[config.mk]
export PLATFORM = sky130hd
export DESIGN_NAME = mc_controller
export DESIGN_NICKNAME = d
export VERILOG_FILES = /design/src/rtl/mc_pkg.sv /design/src/rtl/mc_aludec.sv /design/src/rtl/mc_controller.sv
export SDC_FILE = /design/constraint.sdc
export NUM_CORES = 1
export LEC_CHECK = 0
export CORE_UTILIZATION = 30
export CTS_CLUSTER_DIAMETER = 200
export DETAILED_ROUTE_END_ITERATION = 10
export HOLD_SLACK_MARGIN = 0.15
export SLEW_MARGIN = 30
export SYNTH_ARGS = -nofsm -noshare
export SYNTH_HDL_FRONTEND = slang
export SYNTH_SLANG_ARGS = --single-unit
[constraint.sdc]
create_clock -name clk -period 2.9 [get_ports clk]
set_clock_uncertainty 0.05 [all_clocks]
set_input_delay 0.58 -clock clk [delete_from_list [all_inputs] [get_ports clk]]
set_output_delay 0.58 -clock clk [all_outputs]
set_load 0.03 [all_outputs]
[src/rtl/mc_pkg.sv]
// mc_pkg: shared definitions for the multicycle MIPS control FSM.
//   state_t   - 4-bit FSM state codes (also exported on the debug port)
//   aluop_t   - ALU operation class handed from the FSM to the ALU decoder
//   ctrl_t    - bundle of raw per-state control outputs before reset gating
//   OP_*/FN_* - opcode / funct encodings; ALU_* - alucontrol encodings
//   op_legal  - opcode legality check (bne legality is parameter dependent)
package mc_pkg;

  typedef enum logic [3:0] {
    S_FETCH   = 4'd0,
    S_DECODE  = 4'd1,
    S_MEMADR  = 4'd2,
    S_MEMRD   = 4'd3,
    S_MEMWB   = 4'd4,
    S_MEMWR   = 4'd5,
    S_EXECUTE = 4'd6,
    S_ALUWB   = 4'd7,
    S_BEQ     = 4'd8,
    S_ADDIEX  = 4'd9,
    S_ADDIWB  = 4'd10,
    S_JUMP    = 4'd11
  } state_t;

  typedef enum logic [1:0] {
    ALUOP_ADD   = 2'b00,
    ALUOP_SUB   = 2'b01,
    ALUOP_FUNCT = 2'b10,
    ALUOP_RSVD  = 2'b11
  } aluop_t;

  localparam logic [5:0] OP_RTYPE = 6'b000000;
  localparam logic [5:0] OP_LW    = 6'b100011;
  localparam logic [5:0] OP_SW    = 6'b101011;
  localparam logic [5:0] OP_BEQ   = 6'b000100;
  localparam logic [5:0] OP_BNE   = 6'b000101;
  localparam logic [5:0] OP_ADDI  = 6'b001000;
  localparam logic [5:0] OP_J     = 6'b000010;

  localparam logic [5:0] FN_ADD = 6'b100000;
  localparam logic [5:0] FN_SUB = 6'b100010;
  localparam logic [5:0] FN_AND = 6'b100100;
  localparam logic [5:0] FN_OR  = 6'b100101;
  localparam logic [5:0] FN_SLT = 6'b101010;

  localparam logic [2:0] ALU_ADD = 3'b010;
  localparam logic [2:0] ALU_SUB = 3'b110;
  localparam logic [2:0] ALU_AND = 3'b000;
  localparam logic [2:0] ALU_OR  = 3'b001;
  localparam logic [2:0] ALU_SLT = 3'b111;

  typedef struct packed {
    logic       memreq;
    logic       iord;
    logic       memwrite;
    logic       irwrite;
    logic       regdst;
    logic       memtoreg;
    logic       regwrite;
    logic       alusrca;
    logic [1:0] alusrcb;
    aluop_t     aluop;
    logic [1:0] pcsrc;
    logic       pcwrite;
    logic       branch;
  } ctrl_t;

  function automatic logic op_legal(input logic [5:0] op, input logic bne_en);
    logic ok;
    case (op)
      OP_RTYPE, OP_LW, OP_SW, OP_BEQ, OP_ADDI, OP_J: ok = 1'b1;
      OP_BNE:                                        ok = bne_en;
      default:                                       ok = 1'b0;
    endcase
    return ok;
  endfunction

endpackage

[src/rtl/mc_aludec.sv]
// mc_aludec: combinational ALU decoder.
//   aluop      in  2  operation class from the FSM
//   funct      in  6  instr[5:0], only consulted for R-type (aluop 10)
//   alucontrol out 3  ALU operation select
// Unknown funct codes and the reserved aluop fall back to add.
module mc_aludec
  import mc_pkg::*;
(
  input  aluop_t     aluop,
  input  logic [5:0] funct,
  output logic [2:0] alucontrol
);

  always_comb begin
    alucontrol = ALU_ADD;
    case (aluop)
      ALUOP_SUB: alucontrol = ALU_SUB;
      ALUOP_FUNCT: begin
        case (funct)
          FN_ADD:  alucontrol = ALU_ADD;
          FN_SUB:  alucontrol = ALU_SUB;
          FN_AND:  alucontrol = ALU_AND;
          FN_OR:   alucontrol = ALU_OR;
          FN_SLT:  alucontrol = ALU_SLT;
          default: alucontrol = ALU_ADD;
        endcase
      end
      default: alucontrol = ALU_ADD;
    endcase
  end

endmodule

[src/rtl/mc_controller.sv]
// mc_controller: Moore control FSM for a shared-memory multicycle MIPS datapath.
//   clk, reset      clock (rising) / async active-high reset to FETCH
//   op, funct       opcode and funct fields from the instruction register
//   zero            ALU zero flag (branch resolution in BEQ)
//   memready        memory completes the current access this cycle
//   memreq..pcsrc   datapath mux selects and write enables
//   pcen            PC enable (jump/fetch writes, taken branches)
//   illegal         one-cycle pulse in DECODE for an unsupported opcode
//   state           current state, debug only
// BNE_EN=1 folds bne into the BEQ state with the zero flag inverted.
module mc_controller
  import mc_pkg::*;
#(
  parameter bit BNE_EN = 1'b1
) (
  input  logic       clk,
  input  logic       reset,
  input  logic [5:0] op,
  input  logic [5:0] funct,
  input  logic       zero,
  input  logic       memready,
  output logic       memreq,
  output logic       iord,
  output logic       memwrite,
  output logic       irwrite,
  output logic       regdst,
  output logic       memtoreg,
  output logic       regwrite,
  output logic       alusrca,
  output logic [1:0] alusrcb,
  output logic [2:0] alucontrol,
  output logic [1:0] pcsrc,
  output logic       pcen,
  output logic       illegal,
  output logic [3:0] state
);

  state_t cur, nxt;
  ctrl_t  c;
  logic   legal;
  logic   bne_inv;

  assign legal   = op_legal(op, BNE_EN);
  assign bne_inv = BNE_EN && (op == OP_BNE);

  // state register
  always_ff @(posedge clk or posedge reset) begin
    if (reset) cur <= S_FETCH;
    else       cur <= nxt;
  end

  // next-state logic
  always_comb begin
    nxt = S_FETCH;
    case (cur)
      S_FETCH:  nxt = memready ? S_DECODE : S_FETCH;
      S_DECODE: begin
        if (!legal) nxt = S_FETCH;
        else begin
          case (op)
            OP_LW, OP_SW:   nxt = S_MEMADR;
            OP_RTYPE:       nxt = S_EXECUTE;
            OP_BEQ, OP_BNE: nxt = S_BEQ;
            OP_ADDI:        nxt = S_ADDIEX;
            OP_J:           nxt = S_JUMP;
            default:        nxt = S_FETCH;
          endcase
        end
      end
      S_MEMADR:  nxt = (op == OP_SW) ? S_MEMWR : S_MEMRD;
      S_MEMRD:   nxt = memready ? S_MEMWB : S_MEMRD;
      S_MEMWB:   nxt = S_FETCH;
      S_MEMWR:   nxt = memready ? S_FETCH : S_MEMWR;
      S_EXECUTE: nxt = S_ALUWB;
      S_ALUWB:   nxt = S_FETCH;
      S_BEQ:     nxt = S_FETCH;
      S_ADDIEX:  nxt = S_ADDIWB;
      S_ADDIWB:  nxt = S_FETCH;
      S_JUMP:    nxt = S_FETCH;
      default:   nxt = S_FETCH;
    endcase
  end

  // output decode; FETCH's IR/PC writes follow memready so a stalled fetch
  // does not advance the PC
  always_comb begin
    c = '0;
    case (cur)
      S_FETCH: begin
        c.memreq  = 1'b1;
        c.alusrcb = 2'b01;
        c.irwrite = memready;
        c.pcwrite = memready;
      end
      S_DECODE:  c.alusrcb = 2'b11;
      S_MEMADR: begin
        c.alusrca = 1'b1;
        c.alusrcb = 2'b10;
      end
      S_MEMRD: begin
        c.memreq = 1'b1;
        c.iord   = 1'b1;
      end
      S_MEMWB: begin
        c.memtoreg = 1'b1;
        c.regwrite = 1'b1;
      end
      S_MEMWR: begin
        c.memreq   = 1'b1;
        c.iord     = 1'b1;
        c.memwrite = 1'b1;
      end
      S_EXECUTE: begin
        c.alusrca = 1'b1;
        c.aluop   = ALUOP_FUNCT;
      end
      S_ALUWB: begin
        c.regdst   = 1'b1;
        c.regwrite = 1'b1;
      end
      S_BEQ: begin
        c.alusrca = 1'b1;
        c.aluop   = ALUOP_SUB;
        c.pcsrc   = 2'b01;
        c.branch  = 1'b1;
      end
      S_ADDIEX: begin
        c.alusrca = 1'b1;
        c.alusrcb = 2'b10;
      end
      S_ADDIWB:  c.regwrite = 1'b1;
      S_JUMP: begin
        c.pcsrc   = 2'b10;
        c.pcwrite = 1'b1;
      end
      default: c = '0;
    endcase
  end

  mc_aludec u_aludec (
    .aluop      (c.aluop),
    .funct      (funct),
    .alucontrol (alucontrol)
  );

  // strobes are killed while reset is held so nothing fires before release
  assign memreq   = c.memreq   & ~reset;
  assign memwrite = c.memwrite & ~reset;
  assign irwrite  = c.irwrite  & ~reset;
  assign regwrite = c.regwrite & ~reset;
  assign pcen     = ~reset & (c.pcwrite | (c.branch & (zero ^ bne_inv)));

  assign iord     = c.iord;
  assign regdst   = c.regdst;
  assign memtoreg = c.memtoreg;
  assign alusrca  = c.alusrca;
  assign alusrcb  = c.alusrcb;
  assign pcsrc    = c.pcsrc;
  assign illegal  = (cur == S_DECODE) && !legal;
  assign state    = cur;

endmodule

---- Word-level counts from Yosys, hierarchy flattened ----
Cells that the tools add are included.
Widths: inputs -> output; s select.
operators by class
  bitwise logic cells ..................... 9
  reduce and logical (&&, ||, !) cells .... 12
  muxes and demuxes ....................... 23
  equality and inequality tests ........... 23
operator list
  kind                count
  $eq 6x6->1 const B  6
  $pmux 4 s7          1
  $pmux 4 s5          1
  $eq 4x3->1 const B  4
  $eq 4x4->1 const B  4
  $eq 6x3->1 const B  2
  $pmux 3 s4          1
  $mux 1              11
  $mux 3              3
  $eq 4x2->1 const B  2
  $pmux 2 s2          2
  $reduce_or 2->1     4
  $reduce_or 7->1     1
  $and 1x1->1         6
  $eq 6x2->1 const B  1
  $eq 6x4->1 const B  1
  $logic_not 6->1     1
  $pmux 2 s3          1
  $pmux 3 s2          1
  $reduce_or 3->1     2
  $eq 4x1->1 const B  1
  $logic_not 4->1     1
  $mux 4              1
  $reduce_or 4->1     1
  other kinds (8)     8
storage, ports and cells
  word-level logic and storage cells ...... 68
  flip-flop bits (word level) ............. 4
  bits of input ports ..................... 16
  output and inout bits ................... 21

---- Longest topological paths before layout ----
  depth after elaboration ................. 5
  mapped depth ............................ 8
  gate-level depth less buffers ........... 6

---- By module ----
From an unflattened synthesis, not the netlist that was laid out.
unflattened totals
  cell total of the unflattened synthesis .. 108
  area total of the unflattened synthesis .. 798.3 um^2
by module, submodules not included
  module         cells an instance  area an instance (um^2)  seq. area each (um^2)  times used
  mc_controller  93                 679.4                    100.1                  1
  mc_aludec      15                 118.9                    0.0                    1

---- Least setup slack after synthesis ----
No wires, ideal clock.
  path kind ............................... register -> output
  start point ............................. register cur[0], in the netlist state[0]
  end point ............................... output alucontrol[0]
  setup slack ............................. -0.058 ns
  path buffers ............................ 1
  stages on the path, launching flop included .. 7
  data required time ...................... 2.270 ns
  arrival ................................. 2.328 ns
  cells stage by stage .................... dfrtp_1 -> clkbuf_2 -> nor4b_4 -> inv_1 -> ha_1 -> nand2b_1 -> a21oi_1
between the ends
  longest elaborated chain between the ends .. 4
  elaborated cells between the ends (all ways) .. 6
  classes of those cells .................. 4 x eq/ne; 2 x mux
RTL lines
  what                                             line                 source
  start: declaration                               mc_controller.sv:38  state_t cur, nxt;
  start signal: assignment                         mc_controller.sv:49  else cur <= nxt;
  $eq 4x4->1 / $eq 4x3->1 (equally long branches)  mc_controller.sv:88  case (cur)
  $pmux 2 s2 *                                     mc_controller.sv:88
  $eq 2x2->1 / $eq 2x1->1 (equally long branches)  mc_aludec.sv:16      case (aluop)
  $pmux 3 s2 *                                     mc_aludec.sv:16
  end: declaration                                 mc_controller.sv:31  output logic [2:0] alucontrol,
Mark *: on every way between the ends. The rest lies on a longest branch, timed or not.

---- Worst setup path in the final report ----
  start point ............................. input op[1]
  end point ............................... output pcen
between the ends
  longest elaborated chain between the ends .. 5
RTL lines
  what                line                  source
  start: declaration  mc_controller.sv:18   input logic [5:0] op,
  $eq 6x3->1          mc_controller.sv:44   assign bne_inv = BNE_EN && (op == OP_BNE);
  $xor 1x1->1         mc_controller.sv:151  assign pcen = ~reset & (c.pcwrite | (c.branch & (zero ^ bne_inv)));
  $and 1x1->1         mc_controller.sv:151
  $or 1x1->1          mc_controller.sv:151
  $and 1x1->1         mc_controller.sv:151
  end: declaration    mc_controller.sv:33   output logic pcen,
No other way between the ends.

==> qor.txt <==
Fin cells -> 176
Initial core utilization -> 0.325
Footprint of the multi-input gates -> 568 sq um
Flop2flop setup slack -> 1.44 ns
Area growth, synth to finish -> 67.5%
Core area -> 2250 sq um
# Post-CTS Setup Buffers -> 0
Slew HR -> 0.781
Critical path class -> input pin to primary output
Final WS setup -> 0.0877 ns
Slowest cell on crit path -> or4_1
Cell Area, Synth -> 732 sq um
Skew-Pair Late Insertion Delay -> 0.24 ns
Leakage -> 0.513 nW
Total power draw -> 0.819 mW
CP endpoint kind -> primary output
Status -> completed
Worst-path fanout max -> 2
Drt drc -> 0
Final WL -> 2060 um
CTS Sinks -> 4
Die ar. -> 2640 sq um
Gpl congestion -> 0.838
Synth unique cells -> 44
Max Slew Vio Count -> 0
Die H -> 51.4 um
Crit start category -> input pin
GRT Residual Overflow -> 0
Max reg flops -> 4
Worst slew pin tran -> 0.328 ns
# placed instances -> 173
Req. time, crit path -> 2.27 ns
Count of state elements after synthesis -> 4
Routed Antenna Nets -> 0
Vias in the first global route -> 841
Register Area -> 100 sq um
Peak VDD IR -> 0.477 mV
WHS -> 0.749 ns
CTS Buf Count -> 3
Die X -> 51.4 um
Final hold viol count -> 0
Largest net degree at the start of global routing -> 18
Syn Area/Cell -> 7.32 sq um
Via density -> 5.16
Fill count -> 228
Routed wire per std cell -> 11.7 um
First-pass GRT wire length -> 3510 um
Cell area after layout -> 1230 sq um
Number of core rows -> 17
PortBufs -> 36
Largest stage delay, worst path -> 0.53 ns
Nets@finish -> 168
Register area share after synthesis -> 0.137
CTS tree -> built
Routed vias -> 909
All-Layer GR Usage -> 0.178
Worst Path Arrival -> 2.18 ns
Setup-failing EPs final -> 0
H-tree Lvls -> 1
Family with the most delay on the worst path -> buffers and inverters
Resize count post-CTS -> 2
Worst Hold Class -> input pin to asynchronous set/reset pin
Drt first pass iters -> 4
Crit path cell chain -> clkdlybuf4s50_1, or4_1, o2111ai_1, nand3_1, dlygate4sd2_1
Diodes inserted -> 0
Final min period -> 2.81 ns
RSZ-0062 raised after global routing -> no
Maxcap violations -> 0
Fmax -> 356 MHz
CTS hold repair buffers -> 0
Syn nets -> 118
Initial antenna violation count -> 0
YS warnings -> 0
Clock-pin slew on the worst setup and hold paths -> 0.04 ns
Area after DPL -> 1200 sq um
Pwr per Cell Area -> 668 nW/um^2
Post-Synthesis Cells -> 100
Final Cycle Share -> 0.970
Clock Tree Buf Depth -> 2
Layout cells sized above 1 -> 0.203
Critical path buffers and inverters -> 2
HPWL after DPL -> 1660 um
Pre-CTS setup slack -> -0.170 ns
Drt first-iter violations -> 20
I/O pins -> 37
Root buffer cell -> clkbuf_4
power by group:
group | switching [mW] | total (mW) | internal, mW
sequential | 0.0357 | 0.109 | 0.0731
combinational | 0.358 | 0.640 | 0.282
clock | 0.0241 | 0.0705 | 0.0464
total | 0.418 | 0.819 | 0.402
stage by stage:
step	setup TNS [ns]	util
after floorplan	0	-
after global placement	-0.162	0.533
after detailed placement	-0.170	0.533
after CTS	0	0.542
after global routing	0	0.544
final	0	0.544
logic make-up (layout without fill, tap and decap cells):
family / count (synthesis) / in the layout / share of synthesized area
DFF: 4 / 4 / 0.137
and+or+nand+nor: 57 / 57 / 0.482
muxes: 3 / 3 / 0.0427
adders and majority gates: 2 / 2 / 0.0342
AOI/OAI and AO/OA: 20 / 20 / 0.188
xor gates and xnor gates: 2 / 2 / 0.0239
buffers and inverters: 12 / 60 / 0.0923
worst register-to-register path, delay by kind of cell (launching register included):
kind                   cells  cell delay [ns]
AND/OR/NAND/NOR            2             0.52
buffers and inverters      1             0.23
AO/OA/AOI/OAI              1             0.11
flip-flops                 1             0.44
metal layers:
layer | up-vias | share of wire | GRT usage
li1 | 467 | - | -
met1 | 413 | 0.45 | 0.220
met2 | 29 | 0.50 | 0.299
met3 | 0 | 0.051 | 0.0357
met4 | 0 | 0 | 0.0676
met5 | - | 0 | 0
synth_stat cells (all sizes together):
cell | instances | area (sq um)
a32oi | 1 | 8.76
o31ai | 2 | 15.0
xnor2 | 1 | 8.76
inv | 4 | 15.0
nor2b | 3 | 18.8
nand3 | 5 | 25.0
nand2b | 6 | 37.5
and3b | 1 | 8.76
nand2 | 6 | 22.5
and3 | 3 | 18.8
a22oi | 1 | 7.51
or4 | 1 | 7.51
a41oi | 1 | 8.76
nor3 | 4 | 25.0
nor3b | 2 | 15.0
o221ai | 2 | 17.5
nand3b | 1 | 7.51
mux2i | 2 | 20.0
mux2 | 1 | 11.3
dfrtp | 4 | 100
a211o | 1 | 8.76
a21oi | 4 | 20.0
o21a | 1 | 7.51
ha | 2 | 25.0
o2111ai | 1 | 8.76
buf | 7 | 47.5
o21ai | 4 | 20.0
o211ai | 1 | 7.51
or2 | 1 | 6.26
or3b | 1 | 8.76
a211oi | 1 | 7.51
nand4 | 4 | 25.0
nor2 | 13 | 48.8
nor4 | 2 | 18.8
nor4b | 3 | 47.5
and4b | 1 | 11.3
xor2 | 1 | 8.76
clkbuf | 1 | 5.00
final cells by class:
type | count | share of cell area
Inverter | 4 | 0.0122
Clock buffer | 3 | 0.0184
Timing Repair Buffer | 53 | 0.396
Tap cell | 28 | 0.0286
Multi-Input combinational cell | 84 | 0.463
Sequential cell | 4 | 0.0816
path summary, 6_finish.rpt:
check	start	to	cells past startpoint
worst max-delay path	op[1]	pcen	5
worst min-delay path	reset	state[1]	3
worst max register to register	state[1]	state[0]	4
worst min register to register	state[2]	state[3]	2
max in group asynchronous	reset	state[3]	3
min in group clk	state[2]	state[3]	2
cells in the final DEF (no fill, tap or decap), types with 2 or more instances in the layout:
cell / synthesis / layout
nor2b_1: 3 / 3
o21ai_0: 3 / 3
ha_1: 2 / 2
nand2b_1: 6 / 6
nand4_1: 4 / 4
o31ai_1: 2 / 2
clkbuf_4: 0 / 3
dlymetal6s2s_1: 0 / 2
a21oi_1: 4 / 3
and3_1: 3 / 3
nor3b_1: 2 / 2
clkdlybuf4s50_1: 0 / 30
dfrtp_1: 4 / 4
mux2i_1: 2 / 2
inv_1: 4 / 4
nor2_1: 13 / 13
dlygate4sd2_1: 0 / 2
nor3_1: 3 / 3
nand3_1: 5 / 5
nand2_1: 6 / 6
buf_4: 0 / 19
o221ai_1: 2 / 2
No activity file was read; power rests on OpenSTA's default activity.
